<file path="config.mk">
export PLATFORM = sky130hd
export DESIGN_NAME = mp_add_sequencer_flat
export DESIGN_NICKNAME = d
export VERILOG_FILES = /design/src/rtl/mp_add_sequencer_if.sv /design/src/rtl/mp_add_sequencer.sv /design/src/flat_wrapper.sv
export SDC_FILE = /design/constraint.sdc
export NUM_CORES = 1
export LEC_CHECK = 0
export BUFFER_PORTS_ARGS = -buffer_cell sky130_fd_sc_hd__buf_4
export CAP_MARGIN = 20
export CORE_AREA = 2 2 162 164
export CTS_BUF_LIST = sky130_fd_sc_hd__clkbuf_4
export CTS_CLUSTER_DIAMETER = 80
export DETAILED_ROUTE_END_ITERATION = 8
export DIE_AREA = 0 0 164 166
export PLACE_DENSITY_LB_ADDON = 0.12
export SLEW_MARGIN = 0
export SYNTH_ARGS = -nofsm -noshare
export SYNTH_HDL_FRONTEND = slang
export SYNTH_SLANG_ARGS = --single-unit
</file>
<file path="constraint.sdc">
create_clock -name clk -period 10.7 [get_ports clk]
set_clock_uncertainty 0.05 [all_clocks]
set_input_delay 0.535 -clock clk [delete_from_list [all_inputs] [get_ports clk]]
set_output_delay 0.535 -clock clk [all_outputs]
set_load 0.1 [all_outputs]
</file>
<file path="src/rtl/mp_add_sequencer_if.sv">
// Operand/result handshake bundle for the multi-precision add/subtract sequencer.
// master = operand source and result consumer, slave = sequencer.
interface mp_add_sequencer_if #(
   parameter int WIDTH = 64
);
   logic             in_valid;
   logic             in_ready;
   logic [WIDTH-1:0] a;
   logic [WIDTH-1:0] b;
   logic             sub;
   logic             out_valid;
   logic             out_ready;
   logic [WIDTH-1:0] result;
   logic             c_out;
   logic             overflow;

   modport master (
      output in_valid, a, b, sub, out_ready,
      input  in_ready, out_valid, result, c_out, overflow
   );

   modport slave (
      input  in_valid, a, b, sub, out_ready,
      output in_ready, out_valid, result, c_out, overflow
   );
endinterface

</file>
<file path="src/rtl/mp_add_sequencer.sv">
// Multi-precision add/subtract: one shared 16-bit prefix adder walks the operands
// LSB slice first, chaining the carry through a register between passes.
module mp_add_sequencer #(
   parameter int WIDTH = 64
) (
   input  logic               clk,
   input  logic               rst_n,
   mp_add_sequencer_if.slave  bus
);
   localparam int NUM_SLICES = WIDTH / 16;
   localparam int CNT_W      = (NUM_SLICES > 1) ? $clog2(NUM_SLICES) : 1;
   localparam logic [CNT_W-1:0] LAST_SLICE = CNT_W'(NUM_SLICES - 1);

   typedef enum logic [1:0] {IDLE, RUN, DONE} state_t;

   state_t           state;
   logic [CNT_W-1:0] cnt;
   logic             carry_q;
   logic [WIDTH-1:0] a_q;
   logic [WIDTH-1:0] b_q;
   logic             in_ready_q;
   logic             out_valid_q;
   logic [WIDTH-1:0] result_q;
   logic             c_out_q;
   logic             overflow_q;

   logic [15:0]      a_slice;
   logic [15:0]      b_slice;
   logic [16:0]      add_p0;
   logic             accept;

   // Kogge-Stone prefix adder: log2(16) levels of group generate/propagate.
   function automatic logic [16:0] prefix_add16(input logic [15:0] x,
                                                input logic [15:0] y,
                                                input logic        ci);
      logic [15:0] g, p, gp, pp, gn, pn;
      logic [16:0] c;
      g  = x & y;
      p  = x ^ y;
      gp = g;
      pp = p;
      for (int lvl = 0; lvl < 4; lvl++) begin
         gn = gp;
         pn = pp;
         for (int i = (1 << lvl); i < 16; i++) begin
            gn[i] = gp[i] | (pp[i] & gp[i - (1 << lvl)]);
            pn[i] = pp[i] & pp[i - (1 << lvl)];
         end
         gp = gn;
         pp = pn;
      end
      c[0] = ci;
      for (int i = 0; i < 16; i++) c[i+1] = gp[i] | (pp[i] & ci);
      return {c[16], p ^ c[15:0]};
   endfunction

   assign accept  = (state == IDLE) && bus.in_valid && in_ready_q;
   assign a_slice = a_q[16*cnt +: 16];
   assign b_slice = b_q[16*cnt +: 16];
   assign add_p0  = prefix_add16(a_slice, b_slice, carry_q);

   assign bus.in_ready  = in_ready_q;
   assign bus.out_valid = out_valid_q;
   assign bus.result    = result_q;
   assign bus.c_out     = c_out_q;
   assign bus.overflow  = overflow_q;

   // Operand capture: subtraction is folded in as A + ~B + 1 (carry seeded with sub).
   always_ff @(posedge clk) begin
      if (accept) begin
         a_q <= bus.a;
         b_q <= bus.b ^ {WIDTH{bus.sub}};
      end
   end

   always_ff @(posedge clk or negedge rst_n) begin
      if (!rst_n) begin
         state       <= IDLE;
         in_ready_q  <= 1'b0;
         out_valid_q <= 1'b0;
         result_q    <= '0;
         c_out_q     <= 1'b0;
         overflow_q  <= 1'b0;
         cnt         <= '0;
         carry_q     <= 1'b0;
      end else begin
         case (state)
            IDLE: begin
               in_ready_q <= 1'b1;
               if (accept) begin
                  in_ready_q <= 1'b0;
                  carry_q    <= bus.sub;
                  cnt        <= '0;
                  state      <= RUN;
               end
            end
            RUN: begin
               result_q[16*cnt +: 16] <= add_p0[15:0];
               carry_q                <= add_p0[16];
               cnt                    <= cnt + CNT_W'(1);
               if (cnt == LAST_SLICE) begin
                  c_out_q     <= add_p0[16];
                  // Signed overflow uses the already-inverted B operand.
                  overflow_q  <= (a_q[WIDTH-1] == b_q[WIDTH-1]) &&
                                 (add_p0[15] != a_q[WIDTH-1]);
                  out_valid_q <= 1'b1;
                  cnt         <= '0;
                  state       <= DONE;
               end
            end
            DONE: begin
               if (bus.out_ready) begin
                  out_valid_q <= 1'b0;
                  in_ready_q  <= 1'b1;
                  state       <= IDLE;
               end
            end
            default: state <= IDLE;
         endcase
      end
   end
endmodule

</file>
<file path="src/flat_wrapper.sv">
// flat-port wrapper written by rule: the top's interface ports become plain ports
module mp_add_sequencer_flat 
#(
   parameter int WIDTH = 64
)
  (clk, rst_n, bus_in_valid, bus_a, bus_b, bus_sub, bus_out_ready, bus_in_ready, bus_out_valid, bus_result, bus_c_out, bus_overflow);
  mp_add_sequencer_if #(.WIDTH(WIDTH)) bus_i ();
  input  logic clk;
  input  logic rst_n;
  input wire logic [$bits(bus_i.in_valid)-1:0] bus_in_valid;
  input wire logic [$bits(bus_i.a)-1:0] bus_a;
  input wire logic [$bits(bus_i.b)-1:0] bus_b;
  input wire logic [$bits(bus_i.sub)-1:0] bus_sub;
  input wire logic [$bits(bus_i.out_ready)-1:0] bus_out_ready;
  output wire logic [$bits(bus_i.in_ready)-1:0] bus_in_ready;
  output wire logic [$bits(bus_i.out_valid)-1:0] bus_out_valid;
  output wire logic [$bits(bus_i.result)-1:0] bus_result;
  output wire logic [$bits(bus_i.c_out)-1:0] bus_c_out;
  output wire logic [$bits(bus_i.overflow)-1:0] bus_overflow;
  assign bus_i.in_valid = bus_in_valid;
  assign bus_i.a = bus_a;
  assign bus_i.b = bus_b;
  assign bus_i.sub = bus_sub;
  assign bus_i.out_ready = bus_out_ready;
  assign bus_in_ready = bus_i.in_ready;
  assign bus_out_valid = bus_i.out_valid;
  assign bus_result = bus_i.result;
  assign bus_c_out = bus_i.c_out;
  assign bus_overflow = bus_i.overflow;
  mp_add_sequencer #(.WIDTH(WIDTH)) u_core (.clk(clk), .rst_n(rst_n), .bus(bus_i));
endmodule
</file>
=== After elaboration in Yosys (flattened, before gate mapping) ===
Cells that the tools add are included.

* Flip-flop bits (word level): 201
* Output and inout port bits: 68
* Input bits: 133

* Add/subtract/negate cells: 2
* Mux-type cells: 16
* Reduce and logical (&&, ||, !) cells: 12
* Equal/unequal tests: 8
* Bitwise gates (word level): 183
* Shifts and indexed selects: 4

{| class="wikitable"
|+ Operators with widths
! cell !! number
|-
| indexed part select 64 x 7 -> 16 bit || 2
|-
| bitwise AND 1 bit || 114
|-
| bitwise OR 1 bit || 65
|-
| bitwise mux 64 bit || 1
|-
| variable shift 16 x 34 -> 64 bit, first input constant || 1
|-
| indexed part select 16 x 34 -> 64 bit || 1
|-
| bitwise XOR 64 bit || 1
|-
| negator 6 -> 34 bit || 1
|-
| bitwise XOR 16 bit || 2
|-
| bitwise AND 16 bit || 1
|-
| two-way mux 2 bit || 5
|-
| case mux 1 bit (2 select lines) || 3
|-
| case mux 2 bit (3 select lines) || 1
|-
| AND reduction 2 bit || 3
|-
| AND reduction 3 bit || 2
|-
| nonzero test 2 bit || 3
|-
| two-way mux 1 bit || 5
|-
| equality test 2 bit, second input constant || 2
|-
| != test 2 x 1 -> 1 bit, second input constant || 2
|-
| case mux 2 bit (2 select lines) || 1
|-
| logical AND 1 bit || 3
|-
| adder 2 x 1 -> 2 bit, second input constant || 1
|-
| equality test 2 x 1 -> 1 bit, second input constant || 1
|-
| logical NOT 2 bit || 1
|-
| 3 further kinds || 3
|}

=== Longest topological paths before layout ===
* Word-level depth: 13
* Mapped depth: 11
* Gate-level depth less buffers: 8

=== Worst setup path before layout ===
OpenSTA, ideal clock, no wires.

* Path kind: register to register
* Start: register u_core.in_ready_q (netlist: u_core.bus.in_ready)
* End: register u_core.carry_q
* Required time: 10.537 ns
* Setup time: 0.113 ns
* Path slack: -0.370 ns
* Stages on the path, launching flop included: 5
* Period minus slack after synthesis: 11.070 ns
* Data arrival time: 10.907 ns
* Cells stage by stage: dfrtp_1 nand2_1 nor3_1 a22oi_1 o21ai_0

* Word-level cells in the longest chain between the ends: 3

{| class="wikitable"
|+ Ends and longest elaborated chain
! item !! RTL line !! source
|-
| start: declaration || mp_add_sequencer.sv:21 || <nowiki>logic in_ready_q;</nowiki>
|-
| start signal: assignment || mp_add_sequencer.sv:79 || <nowiki>in_ready_q <= 1'b0;</nowiki>
|-
| start signal: assignment || mp_add_sequencer.sv:89 || <nowiki>in_ready_q <= 1'b1;</nowiki>
|-
| start signal: assignment || mp_add_sequencer.sv:91 || <nowiki>in_ready_q <= 1'b0;</nowiki>
|-
| logical AND 1 bit || mp_add_sequencer.sv:57 || <nowiki>assign accept = (state == IDLE) && bus.in_valid && in_ready_q;</nowiki>
|-
| via u_core.accept || mp_add_sequencer.sv:30 || <nowiki>logic accept;</nowiki>
|-
| != test 2 x 1 -> 1 bit (no source line) || n/a ||
|-
| AND reduction 2 bit (no source line) || n/a ||
|-
| end signal: assignment || mp_add_sequencer.sv:92 || <nowiki>carry_q <= bus.sub;</nowiki>
|-
| end signal: assignment || mp_add_sequencer.sv:99 || <nowiki>carry_q <= add_p0[16];</nowiki>
|-
| end: declaration || mp_add_sequencer.sv:18 || <nowiki>logic carry_q;</nowiki>
|}

The timed path passes the listed nets, and every way through them passes these cells.
A chain may end at the register's enable or synchronous reset.

=== Worst setup path in the final report ===
* Start: register u_core.cnt[0]
* End: register u_core.result_q[14] (netlist: u_core.bus.result[14])

* Word-level cells in the longest chain between the ends: 13
* Elaborated cells between the ends (all ways): 174
* Classes of those cells: add/sub: 1; shift: 4; mux: 1; bitwise: 168

{| class="wikitable"
|+ Ends and longest elaborated chain
! item !! RTL line !! source
|-
| start: declaration || mp_add_sequencer.sv:17 || <nowiki>logic [CNT_W-1:0] cnt;</nowiki>
|-
| start signal: assignment || mp_add_sequencer.sv:100 || <nowiki>cnt <= cnt + CNT_W'(1);</nowiki>
|-
| indexed part select 64 x 7 -> 16 bit (on tied branches) || mp_add_sequencer.sv:58, mp_add_sequencer.sv:59 ||
|-
| bitwise XOR 16 bit or bitwise AND 16 bit (tied branches) || mp_add_sequencer.sv:39, mp_add_sequencer.sv:38 ||
|-
| bitwise AND 1 bit (on tied branches) || mp_add_sequencer.sv:46, mp_add_sequencer.sv:47 ||
|-
| bitwise OR 1 bit or bitwise AND 1 bit (tied branches) || mp_add_sequencer.sv:46 || <nowiki>gn[i] = gp[i] | (pp[i] & gp[i - (1 << lvl)]);</nowiki>
|-
| bitwise AND 1 bit or bitwise OR 1 bit (tied branches) || mp_add_sequencer.sv:46 ||
|-
| bitwise OR 1 bit or bitwise AND 1 bit (tied branches) || mp_add_sequencer.sv:46 ||
|-
| bitwise AND 1 bit or bitwise OR 1 bit (tied branches) || mp_add_sequencer.sv:46 ||
|-
| bitwise OR 1 bit or bitwise AND 1 bit (tied branches) || mp_add_sequencer.sv:46 ||
|-
| bitwise OR 1 bit || mp_add_sequencer.sv:46 ||
|-
| bitwise OR 1 bit || mp_add_sequencer.sv:53 || <nowiki>for (int i = 0; i < 16; i++) c[i+1] = gp[i] | (pp[i] & ci);</nowiki>
|-
| bitwise XOR 16 bit || mp_add_sequencer.sv:54 || <nowiki>return {c[16], p ^ c[15:0]};</nowiki>
|-
| indexed part select 16 x 34 -> 64 bit || mp_add_sequencer.sv:98 || <nowiki>result_q[16*cnt +: 16] <= add_p0[15:0];</nowiki>
|-
| bitwise mux 64 bit * || mp_add_sequencer.sv:98 ||
|-
| end signal: indexed assignment || mp_add_sequencer.sv:98 ||
|-
| end: declaration || mp_add_sequencer.sv:23 || <nowiki>logic [WIDTH-1:0] result_q;</nowiki>
|}

Every way passes the cells marked *; elsewhere a longest branch is shown, timed or not.

==> summary.txt <==
Setup path
  • Slowest stage delay, CP: 0.65 ns
  • Reg2reg start: u_core.cnt[0]$_DFFE_PN0P_
  • Crit path cell chain: buf_4 -> mux4_2 -> ha_1 -> a41o_2 -> a221oi_1 -> mux2i_1 -> o31ai_1 -> a41oi_1 -> a22o_1
  • Setup crit end kind: flip-flop
  • Reg2Reg Capture Point: u_core.bus.result[14]$_DFFE_PN0P_
  • Setup crit start kind: flip-flop
  • Number of buffers and inverters on the critical path: 1
  • Reg2reg setup slack: 6.58 ns
  • Worst r2r path cells: 9
  • Crit path max-delay family: compound AO/OA/AOI/OAI gates
  • Critical path class: flip-flop to flip-flop
  • Worst-path maximum fanout: 27
  • Worst EP arrival: 4.66 ns
  • CP required: 11.24 ns
  • CP max-delay cell: dfrtp_2

Route
  • Vias after detailed routing: 5,993
  • Post-route ant nets: 0
  • Wire length per cell: 18.67 µm
  • Number of remaining DRC errors: 0
  • DRT Wirelength: 23,020 µm
  • Post-DR vias/cell: 4.861
  • Iteration-0 DRC Markers: 323
  • Drt pass-1 iters: 5

Pwr
  • NetSw: 2.024 mW
  • Worst vdd ir: 0.2474 mV
  • Int Pwr: 2.069 mW
  • Sw frac: 49.45%
  • Pwr per Cell Area: 340.6 mW/mm²
  • Clock power share: 15.1%
  • Total power: 4.092 mW
  • Sequential fraction of design power: 29.2%
  • Leak Pwr: 5.047 nW
  • Comb pwr share: 55.7%

Timing
  • Final Hold Viols: 0
  • Rel. slew slack: 28.93%
  • Tcrit/Tclk final: 38.49%
  • Pins over their slew limit: 0
  • Setup tns final: 0 ns
  • RSZ-0062 raised after global routing: false
  • Finish-stage setup viols: 0
  • Final WS setup: 6.581 ns
  • Worst slew pin tran: 1.058 ns
  • Fin crit period: 4.119 ns
  • FMAX: 0.2428 GHz

Clocking
  • CTS H-tree depth: 2
  • CTS tree: done
  • Reg clk slew, reported paths: 0.06 ns
  • Num CTS Buffers: 52
  • Worst-Skew Late Latency: 0.66 ns
  • Num Clock Sinks: 201
  • Clock Tree Buf Depth: 3
  • Root Driver: clkbuf_4

Placement
  • Dpl hpwl: 16,200 µm
  • Placed cell area: 0.01070 mm²
  • IO buf count: 200
  • Gpl congestion: 0.8288
  • Post-Place Setup Slack: 6.614 ns

Logic synthesis
  • Async SR Flop Fraction: 36.32%
  • Synth area leader: edfxtp_1
  • Synth area leaders: edfxtp_1, dfrtp_1, mux4_2
  • Syn Area/Cell: 15.68 µm²
  • YS warnings: 0
  • Register area share after synthesis: 64.33%
  • Post-synth top flop: edfxtp_1
  • Post-synth EDFFs: 128
  • Post-Syn Area: 0.008815 mm²
  • Synth unique cells: 56
  • FF+latch count, synth: 201
  • Top cell type's share of synthesized area: 43.61%
  • Synthesized instance count: 562
  • Syn nets: 718

Final layout
  • Area Overhead vs Synth: 36.29%
  • Final net count: 1,013
  • Most frequent cells in the layout: buf_4, edfxtp_1, clkbuf_4
  • Final Cell Area: 0.01201 mm²
  • Multi-input gate area: 0.003053 mm²
  • Fillers: 2,273
  • Sequential cell area: 0.005673 mm²
  • Commonest non-fill, non-tap cell in the layout: buf_4
  • Share of layout cells above drive strength 1: 37.28%

Floorplanning
  • Floorplan core area: 0.02562 mm²
  • Die Wd: 164 µm
  • Starting Density: 34.41%
  • Die area: 0.02722 mm²
  • DIE HEIGHT: 166 µm
  • Site Rows: 59
  • IO Count: 201

Outcome
  • Outcome: finished clean

Global route
  • Global-route wire length before repair: 35,870 µm
  • Antenna violations before repair: 1
  • Largest net degree at the start of global routing: 94
  • Gr ovfl total: 0
  • Total GRT Usage: 17.17%
  • Vias in the first global route: 6,574

Min path
  • Hold_sp: bus_b[8]
  • Hold Crit Class: primary input to flip-flop
  • Hold EP: u_core.b_q[8]$_DFFE_PP_
  • Hold depth: 2

Job
  • Max-cap violation count: 0
[stage by stage]
step / hold slack [ns] / std cells / util, %
after floorplan: 0.1894 / 562 / -
after global placement: 0.4221 / 1072 / 41.78
after detailed placement: 0.4265 / 1072 / 41.78
after CTS: 0.07140 / 1230 / 46.77
after global routing: 0.07817 / 1233 / 46.90
final: 0.1306 / 1233 / 46.90
[sequential cells by signal (all words and copies together) (netlist names)]
name / cells
u_core.a_q: 64
u_core.b_q: 64
u_core.bus.result: 64
u_core.cnt: 2
u_core.state: 2
u_core.bus.c_out: 1
u_core.bus.in_ready: 1
u_core.bus.out_valid: 1
u_core.bus.overflow: 1
u_core.carry_q: 1
[kinds of logic (layout without fill, tap and decap cells)]
| logic type | after synthesis | count (layout) | synth area share (%) |
|---|---|---|---|
| flops | 201 | 201 | 64.33 |
| compound gates | 126 | 126 | 10.67 |
| xor+xnor | 74 | 74 | 7.353 |
| simple gates | 68 | 68 | 4.230 |
| buf+inv | 37 | 371 | 1.774 |
| mux | 33 | 33 | 8.290 |
| fa+ha+maj | 23 | 23 | 3.350 |
| other cells | 0 | 2 | 0 |
[power by group through the flow]
stage               registers [mW]  clock network [mW]  logic [mW]
floorplan                     1.75                   0        1.09
global placement              1.21                   0        2.23
detailed placement            1.21                   0        2.26
CTS                           1.20               0.643        2.28
global route                  1.22               0.688        2.45
finish                        1.19               0.617        2.28
[how the worst max path moves through the flow]
stage                               startpoint                           endpoint  depth (start not counted)
4_1_cts              u_core.cnt[0]$_DFFE_PN0P_  u_core.bus.result[14]$_DFFE_PN0P_                          9
3_3_place_gp         u_core.cnt[0]$_DFFE_PN0P_  u_core.bus.result[30]$_DFFE_PN0P_                          9
6_report             u_core.cnt[0]$_DFFE_PN0P_  u_core.bus.result[14]$_DFFE_PN0P_                          9
5_1_grt              u_core.cnt[0]$_DFFE_PN0P_  u_core.bus.result[14]$_DFFE_PN0P_                          9
3_5_place_dp         u_core.cnt[0]$_DFFE_PN0P_  u_core.bus.result[14]$_DFFE_PN0P_                          9
2_1_floorplan  u_core.bus.in_ready$_DFFE_PN0P_         u_core.carry_q$_DFFE_PN0P_                          5
[metal layers]
layer / up-vias / part of all wire (%) / GRT usage (%)
met4: 0 / 1.5 / 4.958
met1: 2936 / 44 / 22.42
li1: 2808 / - / -
met3: 30 / 5.9 / 3.472
met2: 219 / 49 / 28.94
met5: - / 0 / 0
[synth_stat cells (4+ instances only)]
cell type	instances
a21oi_1	17
buf_2	8
nand3_1	5
o21ai_0	20
a21o_1	8
ha_1	22
xnor2_1	6
nor2_1	8
inv_1	9
nor4_1	5
nand2_1	25
xor2_1	68
edfxtp_1	128
dfrtp_1	73
a22o_1	56
and2_1	4
buf_1	4
mux4_2	32
clkbuf_1	14
[area by class of cell]
cell class / instances / area share [%]
sequential: 201 / 47.22
multi-input combinational: 324 / 25.41
timing repair buffer: 269 / 18.33
clock buffer: 73 / 4.562
tap: 335 / 3.489
clock inverter: 20 / 0.6665
inverter: 9 / 0.2812
antenna: 2 / 0.04166
[timing repair]
item	CTS	global route
hold endpoints to repair	137	0
buffers inserted	0	0
hold buffers	65	0
gates resized for setup	0	0
No activity file was read; power rests on OpenSTA's default activity.
